===== config.mk =====
export PLATFORM = sky130hd
export DESIGN_NAME = fwd_sequencer
export DESIGN_NICKNAME = d
export VERILOG_FILES = /design/src/rtl/fwd_sequencer.sv
export SDC_FILE = /design/constraint.sdc
export NUM_CORES = 1
export LEC_CHECK = 0
export BUFFER_PORTS_ARGS = -buffer_cell sky130_fd_sc_hd__buf_2
export CELL_PAD_IN_SITES_DETAIL_PLACEMENT = 1
export CELL_PAD_IN_SITES_GLOBAL_PLACEMENT = 2
export CORE_MARGIN = 1.5
export CORE_UTILIZATION = 25
export CTS_CLUSTER_SIZE = 20
export DETAILED_ROUTE_END_ITERATION = 16
export GPL_TIMING_DRIVEN = 0
export PLACE_DENSITY_LB_ADDON = 0.1
export SLEW_MARGIN = 0
export SYNTH_ARGS = -nofsm -noshare
export SYNTH_HDL_FRONTEND = slang
export SYNTH_SLANG_ARGS = --single-unit

===== constraint.sdc =====
create_clock -name i_clk -period 5.3 [get_ports i_clk]
set_input_delay 1.06 -clock i_clk [delete_from_list [all_inputs] [get_ports i_clk]]
set_output_delay 1.06 -clock i_clk [all_outputs]
set_load 0.005 [all_outputs]

===== src/rtl/fwd_sequencer.sv =====
// Forwarder-side packet sequencer: claims a ready packet, streams its words out of packet
// memory as AXI-Stream with tkeep/tlast, and pulses fwd_done when the packet is emitted.
module fwd_sequencer #(
  parameter int unsigned PACKMEM_ADDR_WIDTH = 8,
  parameter int unsigned PACKMEM_DATA_WIDTH = 64,
  parameter int unsigned PLEN_WIDTH         = 32,
  parameter int unsigned FIFO_DEPTH         = 4
) (
  input  logic                            i_clk,
  input  logic                            i_rst,
  input  logic                            i_rdy_for_fwd,
  input  logic [PLEN_WIDTH-1:0]           i_fwd_bytes,
  output logic                            o_rdy_for_fwd_ack,
  output logic [PACKMEM_ADDR_WIDTH-1:0]   o_fwd_addr,
  output logic                            o_fwd_rd_en,
  input  logic [PACKMEM_DATA_WIDTH-1:0]   i_fwd_rd_data,
  input  logic                            i_fwd_rd_data_vld,
  output logic                            o_fwd_done,
  output logic [PACKMEM_DATA_WIDTH-1:0]   o_m_axis_tdata,
  output logic [PACKMEM_DATA_WIDTH/8-1:0] o_m_axis_tkeep,
  output logic                            o_m_axis_tlast,
  output logic                            o_m_axis_tvalid,
  input  logic                            i_m_axis_tready
);

  localparam int unsigned AW  = PACKMEM_ADDR_WIDTH;
  localparam int unsigned DW  = PACKMEM_DATA_WIDTH;
  localparam int unsigned BPW = DW / 8;
  localparam int unsigned BW  = $clog2(BPW);
  localparam int unsigned PW  = $clog2(FIFO_DEPTH);
  localparam int unsigned CW  = PW + 1;

  typedef enum logic [1:0] {StIdle, StRead, StDone} state_e;

  state_e                r_state;
  state_e                w_state_nxt;
  logic [AW:0]           r_nwords;
  logic [BW-1:0]         r_rem;
  logic [AW:0]           r_issued;
  logic [AW:0]           r_beats;
  logic [CW-1:0]         r_outst;
  logic [CW-1:0]         r_count;
  logic [PW-1:0]         r_wr_ptr;
  logic [PW-1:0]         r_rd_ptr;
  logic [DW-1:0]         r_mem [FIFO_DEPTH];

  logic [PLEN_WIDTH-1:0] w_ceil;
  logic [BW-1:0]         w_rem;
  logic                  w_trunc;
  logic [AW:0]           w_nwords;
  logic                  w_push;
  logic                  w_pop;
  logic                  w_tvalid;
  logic                  w_last;
  logic [BPW-1:0]        w_keep_last;

  // ceil(len/BPW) exceeds 2^AW exactly when len exceeds 2^AW*BPW, so one compare clamps.
  assign w_rem    = i_fwd_bytes[BW-1:0];
  assign w_ceil   = (i_fwd_bytes >> BW) + PLEN_WIDTH'(w_rem != '0);
  assign w_trunc  = w_ceil > PLEN_WIDTH'(2 ** AW);
  assign w_nwords = w_trunc ? {1'b1, {AW{1'b0}}} : w_ceil[AW:0];

  assign w_push   = (r_state == StRead) && i_fwd_rd_data_vld;
  assign w_tvalid = r_count != '0;
  assign w_pop    = w_tvalid && i_m_axis_tready;
  assign w_last   = w_tvalid && (r_beats == r_nwords - (AW + 1)'(1));

  assign w_keep_last = (r_rem == '0) ? {BPW{1'b1}} : ~({BPW{1'b1}} << r_rem);

  // Reads in flight plus buffered words never exceed the FIFO, so a push always fits.
  assign o_fwd_rd_en = (r_state == StRead) && (r_issued < r_nwords) &&
                       (({1'b0, r_outst} + {1'b0, r_count}) < (CW + 1)'(FIFO_DEPTH));
  assign o_fwd_addr  = r_issued[AW-1:0];

  assign o_m_axis_tvalid = w_tvalid;
  assign o_m_axis_tdata  = w_tvalid ? r_mem[r_rd_ptr] : '0;
  assign o_m_axis_tlast  = w_last;
  assign o_m_axis_tkeep  = !w_tvalid ? '0 : (w_last ? w_keep_last : {BPW{1'b1}});

  always_comb begin
    w_state_nxt       = r_state;
    o_rdy_for_fwd_ack = 1'b0;
    o_fwd_done        = 1'b0;
    unique case (r_state)
      StIdle: begin
        if (i_rdy_for_fwd) begin
          o_rdy_for_fwd_ack = 1'b1;
          w_state_nxt       = (w_nwords == '0) ? StDone : StRead;
        end
      end
      StRead: begin
        if (w_pop && w_last) w_state_nxt = StDone;
      end
      StDone: begin
        o_fwd_done  = 1'b1;
        w_state_nxt = StIdle;
      end
      default: w_state_nxt = StIdle;
    endcase
  end

  always_ff @(posedge i_clk or posedge i_rst) begin
    if (i_rst) begin
      r_state  <= StIdle;
      r_nwords <= '0;
      r_rem    <= '0;
      r_issued <= '0;
      r_beats  <= '0;
      r_outst  <= '0;
      r_count  <= '0;
      r_wr_ptr <= '0;
      r_rd_ptr <= '0;
    end else begin
      r_state <= w_state_nxt;
      if (o_rdy_for_fwd_ack) begin
        r_nwords <= w_nwords;
        r_rem    <= w_trunc ? '0 : w_rem;
        r_issued <= '0;
        r_beats  <= '0;
      end else begin
        if (o_fwd_rd_en) r_issued <= r_issued + 1'b1;
        if (w_pop)       r_beats  <= r_beats + 1'b1;
      end
      unique case ({o_fwd_rd_en, w_push})
        2'b10:   r_outst <= r_outst + 1'b1;
        2'b01:   r_outst <= r_outst - 1'b1;
        default: r_outst <= r_outst;
      endcase
      unique case ({w_push, w_pop})
        2'b10:   r_count <= r_count + 1'b1;
        2'b01:   r_count <= r_count - 1'b1;
        default: r_count <= r_count;
      endcase
      if (w_push) r_wr_ptr <= r_wr_ptr + 1'b1;
      if (w_pop)  r_rd_ptr <= r_rd_ptr + 1'b1;
    end
  end

  always_ff @(posedge i_clk) begin
    if (w_push) r_mem[r_wr_ptr] <= i_fwd_rd_data;
  end

endmodule


======== Yosys cells after proc, flatten, opt, wreduce, memory -nomap -nowiden ========
Memory sizes are Yosys's and may differ from the RTL's.
Cells that the tools add are included.
storage, ports and cells
  memory bits (writable) .................. 256
  memories ................................ 1
  bits in registers ....................... 42
memories
  memory  words  bits a word  rd ports  clocked after memory_dff  write ports  line  source
  r_mem   4      64           1         0                         1            45    logic [DW-1:0] r_mem [FIFO_DEPTH];
operators by class
  add/subtract/negate cells ............... 11
  equality and inequality tests ........... 9
  bitwise logic cells ..................... 1
  shifts and indexed selects .............. 1
  mux-type cells .......................... 21
  $lt $le $gt $ge ......................... 3
  reduce and logical (&&, ||, !) cells .... 16
operators with widths
  operator             count
  $mux 64              1
  $mux 9               5
  $add 29x1->30        1
  $gt 30x9->1 const B  1
  $mux 8               3
  $add 9x1->9 const B  2
  $pmux 3 s2           2
  $eq 9x9->1           1
  $logic_not 9->1      1
  $lt 9x9->1           1
  $sub 9x1->9 const B  1
  $not 8->8            1
  $reduce_bool 2->1    4
  $shl 8x3->8 const A  1
  $add 3x1->3 const B  2
  $eq 2x1->1 const B   3
  $eq 2x2->1 const B   3
  $logic_and 1x1->1    6
  $mux 2               3
  $reduce_bool 3->1    2
  $sub 3x1->3 const B  2
  $mux 1               5
  $add 2x1->2 const B  2
  $add 3x3->4          1
  8 further kinds      8

======== Logic depth before layout (Yosys ltp) ========
  depth in word-level cells ............... 8
  depth in mapped cells ................... 13
  mapped depth without buffers ............ 13

======== Worst setup path after synthesis ========
No wires, ideal clock.
  path kind ............................... input to register
  start point ............................. in i_fwd_bytes[2]
  end point ............................... reg r_nwords[2]
  path buffers ............................ 2
  slack ................................... 1942 ps
  arrival ................................. 3276 ps
  stages on the path ...................... 13
  cell sequence ........................... inv_1 > nand3_1 > ha_1 > ha_1 > buf_2 > nand4_2 > nor4_2 > and4bb_1 > nand3_1 > a211oi_1 > nand3_2 > buf_6 > o22ai_2
between the ends
  longest elaborated chain between the ends .. 4
RTL lines
  what                    line  source
  start: declaration      12    input logic [PLEN_WIDTH-1:0] i_fwd_bytes,
  $reduce_bool 3->1 *     59    assign w_ceil = (i_fwd_bytes >> BW) + PLEN_WIDTH'(w_rem != '0);
  $add 29x1->30 *         59
  $gt 30x9->1             60    assign w_trunc = w_ceil > PLEN_WIDTH'(2 ** AW);
  $mux 9 *                61    assign w_nwords = w_trunc ? {1'b1, {AW{1'b0}}} : w_ceil[AW:0];
  end signal: assignment  116   r_nwords <= w_nwords;
  end: declaration        37    logic [AW:0] r_nwords;
Mark *: on every way between the ends. The rest lies on a longest branch, timed or not.
A chain may end at the register's enable or synchronous reset.

======== Final worst setup path ========
  start point ............................. reg r_nwords[0]
  end point ............................... out o_m_axis_tkeep[5]
between the ends
  longest elaborated chain between the ends .. 5
RTL lines
  what                  line  source
  $sub 9x1->9           66    assign w_last = w_tvalid && (r_beats == r_nwords - (AW + 1)'(1));
  $eq 9x9->1            66
  $logic_and 1x1->1     66
  $mux 8 (2 in series)  78    assign o_m_axis_tkeep = !w_tvalid ? '0 : (w_last ? w_keep_last : {BPW{1'b1}});
  end: declaration      20    output logic [PACKMEM_DATA_WIDTH/8-1:0] o_m_axis_tkeep,
No other way between the ends.

==> results by group <==
Synthesis
  – Post-synth EDFFs: 256
  – Post-synth design cell area: 0.0132 mm^2
  – Top_reg_cell synth: sky130_fd_sc_hd__edfxtp_1
  – Number of storage elements in the synthesis netlist: slightly below 300
  – Area share of xor/xnor cells in the synthesized design: under 10%
  – Mean instance size in the synthesized netlist: approximately 16 um^2
  – Post-synthesis share of cell area spent on full adders, half adders and majority gates: under 10%
  – Combinational family with the most area after synthesis: multiplexers
  – Basic-gate share of the synthesized area counting and, or, nand and nor cells: under 10%
  – Synthesized instance count: 821
  – Sequential area share after synthesis: between 60 and 70%
  – Unique masters post-synth: 63
  – Compound-Gate Fraction of Synth Area: approximately 5.0%
  – Post-synth net total: roughly 950
  – Async set-reset flop share out of synthesis: 14.1%
  – Syn. warnings: 0
  – Multiplexer area fraction after synthesis: about 11%

Placement
  – Post-DP HPWL: 23400 um
  – Port Buffers: 178
  – Final RePlAce weighted congestion: ~0.7
  – Placement-stage worst setup slack: 1100 ps
  – Cell area reported after detailed placement: 0.0150 mm^2

Route
  – Vias after detailed routing: 7774
  – Routed Antenna Nets: 0
  – Residual DRC: 0
  – First-pass iteration count of the detailed router: 4
  – Routed via count divided by cell count: 4.44
  – Routed wire length per instance: 19.5 um
  – Detailed-route wire length: 34100 um
  – First DRT Iteration DRCs: 311

Setup path
  – Number of buffer and inverter instances along the worst setup path: 2
  – Setup crit end kind: output port
  – Worst-path fanout max: 9
  – Kind of cell adding the most delay to the critical path: simple AND/OR/NAND/NOR gates
  – Largest stage delay on the critical path: between 500 and 600 ps
  – Worst Path Required: 4240 ps
  – Critical path data arrival time: 3330 ps
  – CP most frequent cell: sky130_fd_sc_hd__nand4_1
  – Type of element launching the critical path: flip-flop
  – Cell breakdown of the critical path: inv_1, ha_1, or3b_2, nor2_1, nand4_1, a21oi_1, nand4_1, nor3_2, a31oi_1, buf_2
  – Critical path class: reg2out
  – Crit-path slowest cell: sky130_fd_sc_hd__or3b_2

Cells and area
  – Most common cell after layout, fill and taps aside: sky130_fd_sc_hd__edfxtp_1
  – Area delta synth->final: 23.3%
  – Fraction of final layout cells sized beyond drive strength 1: 31.8%
  – Number of nets in the final layout: between 1000 and 1500
  – Commonest cells after routing, fill and taps aside: sky130_fd_sc_hd__edfxtp_1 (256), sky130_fd_sc_hd__buf_2 (184), sky130_fd_sc_hd__and2_1 (72), sky130_fd_sc_hd__mux4_2 (64), sky130_fd_sc_hd__dfrtp_1 (42)
  – Antenna cell count: 0
  – Post-route cell area: 0.0162 mm^2

Global routing
  – Antenna violations before repair: 1
  – Maximum number of pins on one net before global-route repair: 48
  – Global routing usage summed across all routing layers: between 10 and 15%
  – Most heavily used metal layer in global routing: met2
  – Via count of the first global-routing pass: 8542
  – Wire length of the first global-routing pass: 52600 um
  – Met3 track demand over resource: roughly 2.5%
  – Met2 Resource Use GR: 22.4%
  – Grt ovf: 0
  – GR Util met1: 16.2%

Clock tree
  – Clk sink count: 298
  – Clock transition at the registers of the reported paths: 60 ps
  – CTS tree: built
  – Count of instances resized after the clock tree is built: 0
  – Maximum number of buffers from clock root to sink: 3
  – CTS buffer count: 37
  – Later-pin clock latency in the skew report: 530 ps
  – Hold buffers post-CTS: 0
  – H-tree lvl count: 2
  – Post-CTS Setup Inserts: 0
  – Clock root cell: sky130_fd_sc_hd__clkbuf_16

Timing
  – Endpoints failing hold: 0
  – Number of endpoints failing setup at the final stage: 0
  – Final period demand of the worst path: around 4400 ps
  – Slew at the pin with the worst max-slew slack: a little under 1000 ps
  – Setup clock skew after layout: 10.8 ps
  – Max-slew violations: 0
  – Setup repair after global routing missed its margin: false
  – Final cycle utilization of the critical path: 82.8%
  – Final worst-path setup slack: 913 ps
  – Accumulated negative setup slack: 0 ps
  – Worst slew margin relative to its limit: 35.9%
  – Peak Freq: about 0.23 GHz

Hold path
  – Class of the worst hold path: reg2reg

Power and ir drop
  – Max VDD drop: roughly 0.21 mV
  – Total power density per cell area: about 540 mW/mm^2
  – Leakage dissipation: between 5 and 6 nW

Run
  – Count of max-cap constraint violations: 0

Status
  – Result of the run: finished, final reports clean

Die
  – Chip Height: ~230 um
  – Placeable core region: a little over 0.05 mm^2
  – IO Count: 186
  – Initial Utilization: 25.5%
  – Number of placement rows: 83
  – Overall die area: 0.0540 mm^2
  – Die X: 232 um
[routing by layer]
| metal | wire (um) | part of all wire, % |
|---|---|---|
| met5 | 0 | 0 |
| met4 | 683 | 2.0 |
| met3 | 1240 | 3.6 |
| met2 | 17300 | 51 |
| met1 | 14900 | 44 |
[logic make-up (layout without fill, tap and decap cells)]
| kind of cell | after synthesis | count (layout) |
|---|---|---|
| DFF | 298 | 298 |
| and+or+nand+nor | 219 | 219 |
| muxes | 69 | 69 |
| buffers and inverters | 80 | 330 |
| xor gates and xnor gates | 39 | 39 |
| adders and majority gates | 25 | 25 |
| AOI/OAI and AO/OA | 91 | 91 |
[state kept, by name, indices dropped and copies added, names as in the netlist]
signal and flops:
r_outst 3, r_rd_ptr 2, r_mem 256, r_count 3, r_nwords 9, r_wr_ptr 2, r_beats 9, r_rem 3
r_state 2, r_issued 9
[cell usage after synthesis, types with 4 or more instances]
cell type | instances | area (um^2)
sky130_fd_sc_hd__edfxtp_1 | 256 | 7690
sky130_fd_sc_hd__and2_1 | 72 | 450
sky130_fd_sc_hd__mux4_2 | 64 | 1440
sky130_fd_sc_hd__dfrtp_1 | 42 | 1050
sky130_fd_sc_hd__inv_1 | 37 | 139
sky130_fd_sc_hd__nand2_1 | 31 | 116
sky130_fd_sc_hd__nor2_1 | 28 | 105
sky130_fd_sc_hd__ha_1 | 23 | 288
sky130_fd_sc_hd__a21oi_1 | 22 | 110
sky130_fd_sc_hd__xor2_1 | 21 | 184
sky130_fd_sc_hd__clkbuf_1 | 18 | 67.6
sky130_fd_sc_hd__xnor2_1 | 18 | 158
sky130_fd_sc_hd__nand3_1 | 16 | 80.1
sky130_fd_sc_hd__nand4_1 | 14 | 87.6
sky130_fd_sc_hd__o21ai_0 | 12 | 60.1
sky130_fd_sc_hd__nor3_1 | 11 | 55.1
sky130_fd_sc_hd__and3_1 | 10 | 62.6
sky130_fd_sc_hd__buf_4 | 9 | 67.6
sky130_fd_sc_hd__o22ai_2 | 9 | 113
sky130_fd_sc_hd__buf_1 | 8 | 30.0
sky130_fd_sc_hd__a31oi_1 | 7 | 43.8
sky130_fd_sc_hd__nor4_1 | 7 | 43.8
sky130_fd_sc_hd__buf_2 | 6 | 30.0
sky130_fd_sc_hd__and4_1 | 5 | 43.8
sky130_fd_sc_hd__mux2i_1 | 5 | 50.1
sky130_fd_sc_hd__or3_1 | 5 | 31.3
sky130_fd_sc_hd__or4_1 | 5 | 37.5
sky130_fd_sc_hd__a211oi_1 | 4 | 30.0
sky130_fd_sc_hd__a21o_1 | 4 | 30.0
sky130_fd_sc_hd__o2111ai_1 | 4 | 35.0
sky130_fd_sc_hd__o21a_1 | 4 | 30.0
[worst reg2reg max path: cells and delay by family, from the launching register on]
kind / cells / cell delay (ps)
compound gates: 4 / 1080
fa+ha+maj: 3 / 1030
flops: 1 / 390
simple gates: 2 / 290
buf+inv: 2 / 250
[per-stage QoR]
| step | hold WS [ps] | std cells | total power [mW] | utilization, % |
|---|---|---|---|---|
| final | 481 | 1751 | 8.73 | 31.4 |
| after global routing | 502 | 1751 | 9.35 | 31.4 |
| after CTS | 488 | 1751 | 8.98 | 31.4 |
| after detailed placement | 475 | 1684 | 6.47 | 29.1 |
| after global placement | 476 | 1679 | 6.47 | 28.8 |
| after floorplan | 448 | 821 | 5.19 | - |
[layout make-up]
type	instances	area, um^2
inverters	37	139
multi-input cells	443	4100
fillers	5469	35500
flip-flops and latches	298	8740
well taps	680	851
clock buffers	47	963
clock inverters	20	210
plain buffers	43	211
repair buffers	183	1010
[path summary, 6_finish.rpt]
| kind | startpoint | end | slack, ps | cells past startpoint |
|---|---|---|---|---|
| setup / recovery | r_nwords[0] | o_m_axis_tkeep[5] | 910 | 10 |
| hold / removal | r_outst[2] | r_outst[2] | 480 | 1 |
| setup reg to reg | r_nwords[7] | r_outst[1] | 2200 | 11 |
| hold reg to reg | r_outst[2] | r_outst[2] | 480 | 1 |
| max in group asynchronous | i_rst | r_rd_ptr[0] | 4270 | 3 |
| min in group asynchronous | i_rst | r_nwords[3] | 530 | 2 |
[power breakdown]
part | switching, mW | internal, mW | total, mW | leakage [nW]
sequential | 0.197 | 3.07 | 3.27 | 2.89
clock | 0.958 | 1.49 | 2.44 | 0.569
combinational | 1.60 | 1.42 | 3.02 | 2.40
No activity file was read; power rests on OpenSTA's default activity.
